==> config.mk <==
export PLATFORM = sky130hd
export DESIGN_NAME = shift_add_mul
export DESIGN_NICKNAME = d
export VERILOG_FILES = /design/src/rtl/shift_add_mul_pkg.sv /design/src/rtl/shift_add_mul_rca.sv /design/src/rtl/shift_add_mul.sv
export SDC_FILE = /design/constraint.sdc
export NUM_CORES = 1
export LEC_CHECK = 0
export BUFFER_PORTS_ARGS = -buffer_cell sky130_fd_sc_hd__buf_2
export CORE_MARGIN = 2
export CORE_UTILIZATION = 35
export DETAILED_ROUTE_END_ITERATION = 8
export GPL_TIMING_DRIVEN = 0
export PLACE_DENSITY = 0.68
export SYNTH_ARGS = -nofsm -noshare
export SYNTH_HDL_FRONTEND = slang
export SYNTH_SLANG_ARGS = --single-unit
==> constraint.sdc <==
create_clock -name clk -period 12.1 [get_ports clk]
set_input_delay 0.605 -clock clk [delete_from_list [all_inputs] [get_ports clk]]
set_output_delay 0.605 -clock clk [all_outputs]
set_load 0.05 [all_outputs]
==> src/rtl/shift_add_mul_pkg.sv <==
// Shared types and constants for the shift-and-add multiplier.
// Optional zero-operand bypass is enabled by defining SHIFT_ADD_MUL_ZERO_BYPASS_EN.
package shift_add_mul_pkg;

    // Controller states: waiting for operands, iterating, holding the product
    typedef enum logic [1:0] {
        IDLE = 2'd0,
        RUN  = 2'd1,
        DONE = 2'd2
    } state_e;

    // Iteration counter width; wide enough to hold WIDTH itself without wrapping
    function automatic int cnt_w(input int width);
        return $clog2(width + 1);
    endfunction

endpackage

==> src/rtl/shift_add_mul_rca.sv <==
// Ripple-carry adder used for the partial-product accumulate step.
module RippleCarryAdder #(
    parameter int WIDTH = 32
) (
    input  logic [WIDTH-1:0] a,
    input  logic [WIDTH-1:0] b,
    input  logic             ci,
    output logic [WIDTH-1:0] s,
    output logic             co
);

    // Bit-serial carry chain; a local carry variable keeps the chain acyclic
    always_comb begin
        logic c;
        c = ci;
        s = '0;
        for (int i = 0; i < WIDTH; i++) begin
            s[i] = a[i] ^ b[i] ^ c;
            c    = (a[i] & b[i]) | (c & (a[i] ^ b[i]));
        end
        co = c;
    end

endmodule

==> src/rtl/shift_add_mul.sv <==
// Sequential unsigned multiplier: one conditional add + right shift per cycle,
// WIDTH iterations per product, valid/ready handshakes on both sides.
// Define SHIFT_ADD_MUL_ZERO_BYPASS_EN to skip the iterations when an operand is zero.
module shift_add_mul
    import shift_add_mul_pkg::*;
#(
    parameter int WIDTH = 32
) (
    input  logic               clk,
    input  logic               rst_n,
    input  logic               in_valid,
    output logic               in_ready,
    input  logic [WIDTH-1:0]   in_a,
    input  logic [WIDTH-1:0]   in_b,
    output logic               out_valid,
    input  logic               out_ready,
    output logic [2*WIDTH-1:0] out_prod
);

    localparam int CW = cnt_w(WIDTH);

    state_e             state, state_n;
    logic [2*WIDTH-1:0] acc, acc_n;
    logic [WIDTH-1:0]   mcand, mcand_n;
    logic [CW-1:0]      cnt, cnt_n;

    logic [WIDTH-1:0]   addend;
    logic [WIDTH-1:0]   sum;
    logic               co;

    // Multiplicand only contributes when the current multiplier bit is set
    assign addend = acc[0] ? mcand : '0;

    RippleCarryAdder #(.WIDTH(WIDTH)) u_add (
        .a  (acc[2*WIDTH-1:WIDTH]),
        .b  (addend),
        .ci (1'b0),
        .s  (sum),
        .co (co)
    );

    // Product is taken straight from the accumulator so it stays stable in DONE
    assign out_prod = acc;

    // State and datapath registers; reset wins over any handshake
    always_ff @(posedge clk) begin
        if (!rst_n) begin
            state <= IDLE;
            acc   <= '0;
            mcand <= '0;
            cnt   <= '0;
        end else begin
            state <= state_n;
            acc   <= acc_n;
            mcand <= mcand_n;
            cnt   <= cnt_n;
        end
    end

    // Next-state, datapath update and handshake outputs
    always_comb begin
        state_n   = state;
        acc_n     = acc;
        mcand_n   = mcand;
        cnt_n     = cnt;
        in_ready  = 1'b0;
        out_valid = 1'b0;
        case (state)
            IDLE: begin
                in_ready = 1'b1;
                if (in_valid) begin
                    mcand_n = in_a;
                    acc_n   = {{WIDTH{1'b0}}, in_b};
                    cnt_n   = '0;
                    state_n = RUN;
`ifdef SHIFT_ADD_MUL_ZERO_BYPASS_EN
                    if (in_a == '0 || in_b == '0) begin
                        acc_n   = '0;
                        state_n = DONE;
                    end
`endif
                end
            end
            RUN: begin
                // Carry-out becomes the new MSB; the consumed multiplier bit drops off
                acc_n = {co, sum, acc[WIDTH-1:1]};
                cnt_n = cnt + 1'b1;
                if (cnt == CW'(WIDTH - 1))
                    state_n = DONE;
            end
            DONE: begin
                out_valid = 1'b1;
                if (out_ready)
                    state_n = IDLE;
            end
            default: state_n = IDLE;
        endcase
    end

endmodule
# Word level (Yosys, flattened, before mapping)
# Index checks and enable logic that the tools add are counted.
word_totals:
  regBits: 104
  in_bits: 68
  output_inout_bits: 66
  wordCells: 184
classes:
  bitwise_logic: 157
  eq_ne: 6
  reduce_logical: 5
  add_sub_neg: 1
  mux: 11
ops:
  columns: ["operator", "count"]
  rows:
  - ["one-hot mux 64 bit (2 select lines)", 1]
  - ["two-way mux 64 bit", 1]
  - ["bitwise AND 1 bit", 63]
  - ["bitwise XOR 1 bit", 63]
  - ["two-way mux 32 bit", 1]
  - ["bitwise OR 1 bit", 31]
  - ["one-hot mux 6 bit (2 select lines)", 1]
  - ["adder 6 x 1 -> 6 bit (second input constant)", 1]
  - ["== test 6 x 5 -> 1 bit (second input constant)", 1]
  - ["two-way mux 2 bit", 3]
  - ["two-way mux 6 bit", 1]
  - ["inequality test 2 bit (second input constant)", 3]
  - ["one-hot mux 2 bit (3 select lines)", 1]
  - ["AND reduction 2 bit", 2]
  - ["AND reduction 3 bit", 1]
  - ["== test 2 x 1 -> 1 bit (second input constant)", 1]
  - ["== test 2 bit (second input constant)", 1]
  - ["logical NOT 2 bit", 1]
  - ["two-way mux 1 bit", 2]
  - ["nonzero test 2 bit", 1]

# Depth between registers and ports, before layout
# Gate-level depths: netlist (run 1).
logic_depth:
  ltp_word: 65
  depth_mapped: 41
  mapped_depth_nobuf: 40

# Cells and area by module
# Synthesis (run 1) repeated with hierarchy kept, for this count alone.
unflattened:
  hier_cells: 550
  hier_area_um2: 4959.8
modules_own_cells:
  columns: ["mod", "area_per_inst_um2", "instances", "cells_each", "seq_area_each_um2"]
  rows:
  - ["shift_add_mul", 4281.6, 1, 508, 2082.0]
  - ["RippleCarryAdder", 678.2, 1, 42, 0.0]

# Least setup slack after synthesis (run 1)
# No wires, ideal clock.
synth_path:
  path_type: "flip-flop to flip-flop"
  startpoint: "reg acc[0] (netlist: out_prod[0])"
  endpoint: "reg acc[62] (netlist: out_prod[62])"
  t_arrival_ns: 13.442
  path_slack_ns: -1.457
  n_path_buf: 1
  t_required_ns: 11.985
  path_stages_with_launch: 42
  synth_period_minus_slack_ns: 13.557
  setup_ns: 0.115
  path_cell_list: "dfxtp_1 clkbuf_1 and2_1 ha_1 inv_1 fa_1 fa_1 fa_1 fa_1 fa_1 fa_1 fa_1 fa_1 fa_1 fa_1 fa_1 fa_1 fa_1 [6 not listed] fa_1 fa_1 fa_1 fa_1 fa_1 fa_1 fa_1 inv_1 fa_1 inv_1 fa_1 fa_1 inv_1 fa_1 inv_1 fa_1 nor2_1 o21a_1"
synth_between:
  elab_chain_len: 64
  word_cells_on_any_way: 125
  classes_between: "2 x mux; 123 x bitwise"
synth_lines:
  columns: ["element", "line", "rtl"]
  rows:
  - ["start: declaration", "shift_add_mul.sv:23", "logic [2*WIDTH-1:0] acc, acc_n;"]
  - ["start signal: assignment", "shift_add_mul.sv:54", "acc <= acc_n;"]
  - ["two-way mux 32 bit *", "shift_add_mul.sv:32", "assign addend = acc[0] ? mcand : '0;"]
  - ["bitwise AND 1 bit / bitwise XOR 1 bit (equally long branches)", "shift_add_mul_rca.sv:19", "c = (a[i] & b[i]) | (c & (a[i] ^ b[i]));"]
  - ["bitwise AND 1 bit", "shift_add_mul_rca.sv:19", null]
  - ["bitwise OR 1 bit", "shift_add_mul_rca.sv:19", null]
  - ["bitwise AND 1 bit", "shift_add_mul_rca.sv:19", null]
  - ["bitwise OR 1 bit", "shift_add_mul_rca.sv:19", null]
  - ["bitwise AND 1 bit", "shift_add_mul_rca.sv:19", null]
  - ["bitwise OR 1 bit", "shift_add_mul_rca.sv:19", null]
  - ["[48 not listed]", null, null]
  - ["bitwise AND 1 bit", "shift_add_mul_rca.sv:19", null]
  - ["bitwise OR 1 bit", "shift_add_mul_rca.sv:19", null]
  - ["bitwise AND 1 bit", "shift_add_mul_rca.sv:19", null]
  - ["bitwise OR 1 bit", "shift_add_mul_rca.sv:19", null]
  - ["bitwise AND 1 bit", "shift_add_mul_rca.sv:19", null]
  - ["bitwise OR 1 bit", "shift_add_mul_rca.sv:19", null]
  - ["bitwise XOR 1 bit *", "shift_add_mul_rca.sv:18", "s[i] = a[i] ^ b[i] ^ c;"]
  - ["one-hot mux 64 bit (2 select lines) *", "shift_add_mul.sv:68", "case (state)"]
# Mark *: on every way between the ends. The rest lies on a longest branch, timed or not.
# A chain may end at the register's enable or synchronous reset.

# Worst setup path after layout (run 1)
# Ends and elaborated chain as after synthesis.

==> results.sh, run 1 <==
export IMPL_cellLeakagePower_nw=2.668
export IMPL_synth_compound_area_share=0.2034
export IMPL_headroom_to_the_max_slew_limit=0.6522
export IMPL_maxUsedRoutingLayer="met4"
export IMPL_max_slew_worst_pin_slew_ps=521.8
export IMPL_final_min_clock_period_ps=12130
export IMPL_rsz0062_at_grt="yes"
export IMPL_required_ps=12350
export IMPL_final_seq_area_mm2=0.002086
export IMPL_design_die_area_mm2=0.01612
export IMPL_violations="negative setup slack"
export IMPL_fmax_ghz=0.08243
export IMPL_synth_register_bits=104
export IMPL_cts_clk_slew_worst_paths_ps=70
export IMPL_met2_length_um=6179
export IMPL_synth_distinct_cells=35
export IMPL_flow_area_growth_from_synthesis_pct=25.25
export IMPL_htree_levels=3
export IMPL_clock_tree_root_cell="sky130_fd_sc_hd__clkbuf_16"
export IMPL_worstSetupPathType="reg2reg"
export IMPL_main_combinational_cell_family_by_area_after_synthesis="simple AND/OR/NAND/NOR gates"
export IMPL_p_comb_frac=0.177
export IMPL_critical_path_endpoint_type="register"
export IMPL_cpLargestDelayFamily="adder cells"
export IMPL_final_hold_violation_count=0
export IMPL_regToRegEndpoint="out_prod[62]"
export IMPL_hold_removal_path_class="reg2reg"
export IMPL_reg2reg_setup_slack_ps=-30
export IMPL_worstSetupStartpointType="register"
export IMPL_placementRows=44
export IMPL_vias_per_cell=4.775
export IMPL_final_layout_size_suffix_gt1_frac=0.3163
export IMPL_status="complete, but fails checks"
export IMPL_detailroute_wirelength_met3_um=588
export IMPL_detailedPlacementHpwl_um=10210
export IMPL_internal_power_uw=588.2
export IMPL_detailedPlace_worstSlack_ps=-503.4
export IMPL_detail_route_antenna_nets=0
export IMPL_grt_max_degree=17
export IMPL_grt_pass1_vias=4358
export IMPL_min_path_cells=2
export IMPL_drt_initial_drc_count=184
export IMPL_layout_cells_most_common_list="152 x sky130_fd_sc_hd__buf_2, 103 x sky130_fd_sc_hd__dfxtp_1, 99 x sky130_fd_sc_hd__nand2_1"
export IMPL_net_switching_fraction_of_the_power=0.2890
export IMPL_multiInputGateArea_mm2=0.002909
export IMPL_fin_crit_sh=1.003
export IMPL_drc=0
export IMPL_worst_r2r_startpoint="out_prod[0]"
export IMPL_finalMaxSlewViolations=0
export IMPL_io_pins=134
export IMPL_clock_latency_ps=360
export IMPL_tritoncts="done"
export IMPL_mappedNetlistArea_mm2=0.005291
export IMPL_ff2ff_path_depth=41
export IMPL_report_final_setup_viol=1
export IMPL_worst_ep_arrival_time_ps=12380
export IMPL_cap_violations=0
export IMPL_dr_pass1_iters=4
export IMPL_synth_yosys_warnings=0
export IMPL_final_common_cell="sky130_fd_sc_hd__buf_2"
export IMPL_core_mm2=0.01464
export IMPL_antennaDiodeCount=0
export IMPL_initial_utilization=0.3613
export IMPL_worst_hold_path_endpoint="mcand[10]"
export IMPL_gp_routability_congestion=0.7891
export IMPL_power_frac_clock=0.373
export IMPL_met1Wirelength_um=6629
export IMPL_grt_pass1_wl_um=22040
export IMPL_grt_overflow_total=0
export IMPL_yosys_mux_area_fraction=0.001892
export IMPL_synth_xor_area_share=0
export IMPL_die_h_um=127.0
export IMPL_cts_hold_repair_buffers=0
export IMPL_worstPathBufferInverterCount=6
export IMPL_postPlaceCellArea_mm2=0.006256
export IMPL_cts_made_buffers=9
export IMPL_detailed_route_wire_length_per_cell_um=14.31
export IMPL_seqPwrFrac=0.450
export IMPL_post_synthesis_sequential_area_ratio=0.3935
export IMPL_post_synth_and_or_nand_nor_area_fraction=0.2093
export IMPL_final_fill_count=1468
export IMPL_final_area_mm2=0.006628
export IMPL_netSwitchingPower_uw=239.1
export IMPL_finalWorstSetupSlack_ps=-32.10
export IMPL_worst_path_largest_cell_delay_ps=470
export IMPL_grt_util_all_layers=0.1716
export IMPL_number_of_antenna_violations_at_the_first_check_in_global_routing=0
export IMPL_cts_root_to_sink_buffers=2
export IMPL_peakVddDrop_v=0.00006915
export IMPL_crit_slowest_cell="sky130_fd_sc_hd__fa_1"
export IMPL_critical_path_maximum_fanout=4
export IMPL_postSynthCellCount=610
export IMPL_synth_fp_nets=711
export IMPL_power_density_mw_per_mm2=124.8
export IMPL_place_port_buffers=132
export IMPL_routed_wirelength_um=13540
export IMPL_critical_path_most_common_cell="sky130_fd_sc_hd__fa_2"
export IMPL_worst_clock_skew_ps=11.46
export IMPL_cts_sinks=104
export IMPL_yosys_area_share_adder=0.1220
export IMPL_worst_hold_startpoint="mcand[10]"
export IMPL_detailroute_via_count=4517
export IMPL_avgSynthCellArea_um2=8.674
export IMPL_finalNetCount=858
export IMPL_chipWidth_um=127.0
## final cells by class
| cell class | instances | area share |
|---|---|---|
| Multi-Input combinational cell | 418 | 0.4389 |
| Sequential cell | 104 | 0.3147 |
| Timing Repair Buffer | 136 | 0.1042 |
| Buffer | 54 | 0.04040 |
| Clock buffer | 12 | 0.04021 |
| Tap cell | 184 | 0.03474 |
| Inverter | 34 | 0.01926 |
| Clock inverter | 4 | 0.007551 |
## power groups by stage
| stage | logic [mW] | clock network [mW] | registers [mW] |
|---|---|---|---|
| detailed placement | 0.144 | 0 | 0.380 |
| CTS | 0.147 | 0.316 | 0.372 |
| floorplan | 0.0655 | 0 | 0.415 |
| global route | 0.160 | 0.329 | 0.375 |
| global placement | 0.143 | 0 | 0.380 |
| finish | 0.146 | 0.308 | 0.372 |
## layer usage
| metal | vias to the layer above | GRT usage |
|---|---|---|
| li1 | 2324 | - |
| met1 | 2086 | 0.2324 |
| met2 | 101 | 0.2720 |
| met3 | 6 | 0.04471 |
| met4 | 0 | 0.04783 |
| met5 | - | 0 |
## worst min-delay path, cell delays in order, from the launching register on
cell	delay, ps
sky130_fd_sc_hd__dfxtp_1	310
sky130_fd_sc_hd__nand2_1	50
sky130_fd_sc_hd__a21boi_1	50
## state kept, by name (all words and copies together) (netlist names)
| register | count |
|---|---|
| cnt | 6 |
| mcand | 32 |
| state | 2 |
| out_prod | 64 |
## cell families after synthesis
family,after synthesis
AO/OA/AOI/OAI,137
adder cells (fa/ha/maj),33
buffers and inverters,88
flip-flops,104
multiplexers,1
AND/OR/NAND/NOR,247
## Yosys cell counts
cell                         n  area (µm²)
sky130_fd_sc_hd__a21boi_0   32       240.2
sky130_fd_sc_hd__a21boi_1    4       30.03
sky130_fd_sc_hd__a21oi_1    32       160.2
sky130_fd_sc_hd__and2_1      3       18.77
sky130_fd_sc_hd__and3_1      4       25.02
sky130_fd_sc_hd__and3b_1     1       8.760
sky130_fd_sc_hd__buf_2      20       100.1
sky130_fd_sc_hd__buf_4       2       15.01
sky130_fd_sc_hd__buf_6       1       11.26
sky130_fd_sc_hd__clkbuf_1   31       116.4
sky130_fd_sc_hd__dfxtp_1   104        2082
sky130_fd_sc_hd__fa_1       31       620.6
sky130_fd_sc_hd__ha_1        2       25.02
sky130_fd_sc_hd__inv_1      34       127.6
sky130_fd_sc_hd__mux2i_1     1       10.01
sky130_fd_sc_hd__nand2_1    99       371.6
sky130_fd_sc_hd__nand2b_1    2       12.51
sky130_fd_sc_hd__nand3_1     6       30.03
sky130_fd_sc_hd__nand4_1     1       6.260
sky130_fd_sc_hd__nor2_1     64       240.2
sky130_fd_sc_hd__nor2b_1    35       219.0
sky130_fd_sc_hd__nor3_1     28       140.1
sky130_fd_sc_hd__nor3b_2     1       12.51
sky130_fd_sc_hd__nor4_1      1       6.260
sky130_fd_sc_hd__o211a_1     1       10.01
sky130_fd_sc_hd__o211ai_1    1       7.510
sky130_fd_sc_hd__o21a_1     31       232.7
sky130_fd_sc_hd__o21ba_2     1       10.01
sky130_fd_sc_hd__o221a_2    31       349.1
sky130_fd_sc_hd__o221ai_1    1       8.760
sky130_fd_sc_hd__o311a_1     1       10.01
sky130_fd_sc_hd__o311ai_0    1       8.760
sky130_fd_sc_hd__o31a_1      1       8.760
sky130_fd_sc_hd__or3b_1      1       8.760
sky130_fd_sc_hd__or4_1       1       7.510
## stage by stage
step	utilization	std cells	setup TNS [ps]	hold WS [ps]	total power, mW
global route	0.4526	946	-451.5	481.9	0.8639
CTS	0.4521	945	-87.02	455.5	0.8349
finish	0.4526	946	-32.10	457.5	0.8273
floorplan	-	610	0	435.1	0.4806
detailed placement	0.4272	926	-986.6	445.9	0.5240
global placement	0.4272	926	-1047	445.0	0.5233
## repair_timing
action | in CTS | in global routing
pin swaps | 4 | 7
resized for setup | 9 | 0
setup buffers | 3 | 1
endpoints found under the hold margin | 0 | 0
endpoints found under the setup margin | 3 | 3
## how the worst max path moves through the flow
stage	start	end	slack, ps	cells after the start
2_1_floorplan	out_prod[0]	out_prod[62]	30	41
3_3_place_gp	out_prod[0]	out_prod[62]	-530	39
3_5_place_dp	out_prod[0]	out_prod[62]	-500	39
4_1_cts	out_prod[0]	out_prod[62]	-90	41
5_1_grt	out_prod[0]	out_prod[62]	-330	41
6_report	out_prod[0]	out_prod[62]	-30	41
Power figures use the tool's default switching activity.
==> run 2, diff against run 1 <==
BUFFER_PORTS_ARGS = -buffer_cell sky130_fd_sc_hd__clkbuf_2   (was -buffer_cell sky130_fd_sc_hd__buf_2)
CAP_MARGIN = 20   (was default)
==> run 2 against run 1 <==
Net effect: the run now ends clean; clock power down 2%; core utilization down 0.20 points; non-clock buffer count down 2; worst hold slack worse by 1.0 ps; final cell count down 0.21%; cell area down 0.45%; clock skew down 6.5 ps.
==> results.sh, run 2 (synthesized netlist as in run 1, its figures left out) <==
export IMPL_cts_root_to_sink_buffers=2
export IMPL_final_layout_size_suffix_gt1_frac=0.3145
export IMPL_headroom_to_the_max_slew_limit=0.6508
export IMPL_flow_area_growth_from_synthesis_pct=24.69
export IMPL_initial_utilization=0.3613
export IMPL_grt_pass1_wl_um=22790
export IMPL_vias_per_cell=4.846
export IMPL_dr_pass1_iters=4
export IMPL_final_hold_violation_count=0
export IMPL_clock_latency_ps=350
export IMPL_detail_route_antenna_nets=0
export IMPL_finalMaxSlewViolations=0
export IMPL_peakVddDrop_v=0.00007193
export IMPL_drc=0
export IMPL_worstSetupPathType="reg2reg"
export IMPL_grt_overflow_total=0
export IMPL_tritoncts="done"
export IMPL_max_slew_worst_pin_slew_ps=523.7
export IMPL_number_of_antenna_violations_at_the_first_check_in_global_routing=0
export IMPL_final_common_cell="sky130_fd_sc_hd__clkbuf_2"
export IMPL_place_inst=926
export IMPL_critical_path_most_common_cell="sky130_fd_sc_hd__fa_2"
export IMPL_io_pins=134
export IMPL_worst_ep_arrival_time_ps=12340
export IMPL_instances_no_fill=944
export IMPL_total_power_uw=819.3
export IMPL_cellLeakagePower_nw=2.611
export IMPL_cts_hold_repair_buffers=0
export IMPL_grt_util_all_layers=0.1775
export IMPL_htree_levels=3
export IMPL_report_final_setup_viol=0
export IMPL_place_port_buffers=132
export IMPL_final_min_clock_period_ps=12090
export IMPL_fmax_ghz=0.08274
export IMPL_routed_wirelength_um=13730
export IMPL_hold_removal_path_class="reg2reg"
export IMPL_chipWidth_um=127.0
export IMPL_grt_pass1_vias=4512
export IMPL_drt_initial_drc_count=208
export IMPL_reg2reg_setup_slack_ps=10
export IMPL_cpLargestDelayFamily="adder cells"
export IMPL_finalWorstSetupSlack_ps=13.80
export IMPL_worstSetupStartpointType="register"
export IMPL_cts_sinks=104
export IMPL_rsz0062_at_grt="yes"
export IMPL_finalNetCount=856
export IMPL_number_of_flip_flops_in_the_largest_register=64
export IMPL_core_mm2=0.01464
export IMPL_design_die_area_mm2=0.01612
export IMPL_worst_clock_skew_ps=4.970
export IMPL_required_ps=12350
export IMPL_crit_slowest_cell="sky130_fd_sc_hd__fa_1"
export IMPL_layout_cells_most_common_list="132 x sky130_fd_sc_hd__clkbuf_2, 103 x sky130_fd_sc_hd__dfxtp_1, 99 x sky130_fd_sc_hd__nand2_1"
export IMPL_cts_clk_slew_worst_paths_ps=70
export IMPL_gp_routability_congestion=0.7682
export IMPL_worst_path_largest_cell_delay_ps=470
export IMPL_status="finished, final reports clean"
export IMPL_detailroute_via_count=4575
export IMPL_power_density_mw_per_mm2=124.2
export IMPL_worstPathBufferInverterCount=6
export IMPL_detailedPlace_worstSlack_ps=-521.9
export IMPL_antennaDiodeCount=0
export IMPL_clock_tree_root_cell="sky130_fd_sc_hd__clkbuf_16"
export IMPL_detailed_route_wire_length_per_cell_um=14.55
export IMPL_fin_crit_sh=0.9989
export IMPL_critical_path_maximum_fanout=6
export IMPL_grt_max_degree=17
export IMPL_die_h_um=127.0
export IMPL_detailedPlacementHpwl_um=10220
export IMPL_cts_made_buffers=9
export IMPL_placementRows=44
export IMPL_critical_path_endpoint_type="register"
export IMPL_cap_violations=0
## run 2: cell count changes in the layout (fill, tap and decap cells not counted), sizes merged
cell,before,now
clkinv,2,1
clkinvlp,0,1
buf,159,25
clkbuf,43,175
## run 2: path summary, 6_finish.rpt
path	from	endpoint	cells past startpoint
worst max-delay path	out_prod[0]	out_prod[62]	41
worst max register to register	out_prod[0]	out_prod[62]	41
worst min-delay path	mcand[9]	mcand[9]	2
worst min register to register	mcand[9]	mcand[9]	2
## run 2: where the power goes
group / leakage (nW) / internal (mW) / switching, mW
sequential: 0.852 / 0.360 / 0.0131
combinational: 1.62 / 0.0497 / 0.0958
clock: 0.143 / 0.167 / 0.134
total: 2.61 / 0.577 / 0.243
## run 2: layout make-up
type / count / area [µm²]
inverter: 34 / 127.6
clock inverter: 4 / 52.55
timing repair buffer: 134 / 675.6
clock buffer: 12 / 246.5
buffer: 54 / 267.8
multi-input combinational: 418 / 2912
sequential: 104 / 2086
fill: 1473 / 8046
tap: 184 / 230.2
## run 2: routing by layer
layer / part of all wire / vias to the layer above / routed length (µm) / GRT usage
met2: 0.45 / 119 / 6203 / 0.2761
met4: 0.019 / 0 / 259 / 0.07498
met5: 0 / - / 0 / 0
li1: - / 2315 / - / -
met3: 0.042 / 15 / 571 / 0.02995
met1: 0.49 / 2126 / 6696 / 0.2446
## run 2: per-stage QoR
| step | area, µm² | hold WS (ps) | setup TNS [ps] | util |
|---|---|---|---|---|
| floorplan | 5365 | 435.1 | 0 | - |
| global placement | 6256 | 444.6 | -1053 | 0.4272 |
| detailed placement | 6256 | 445.4 | -1011 | 0.4272 |
| CTS | 6598 | 455.2 | -148.4 | 0.4505 |
| global route | 6598 | 474.8 | -476.3 | 0.4505 |
| finish | 6598 | 456.5 | 0 | 0.4505 |
## run 2: repair_timing
item / CTS / global route
pin swaps: 9 / 6
gates resized for setup: 10 / 1
endpoints found under the setup margin: 3 / 3
setup buffers: 2 / 0
## run 2: worst reg2reg max path, delay by kind of cell (launching register included)
family / cells / cell delay [ps]
fa+ha+maj: 32 / 10850
flops: 1 / 410
compound gates: 1 / 190
simple gates: 2 / 150
buf+inv: 6 / 410
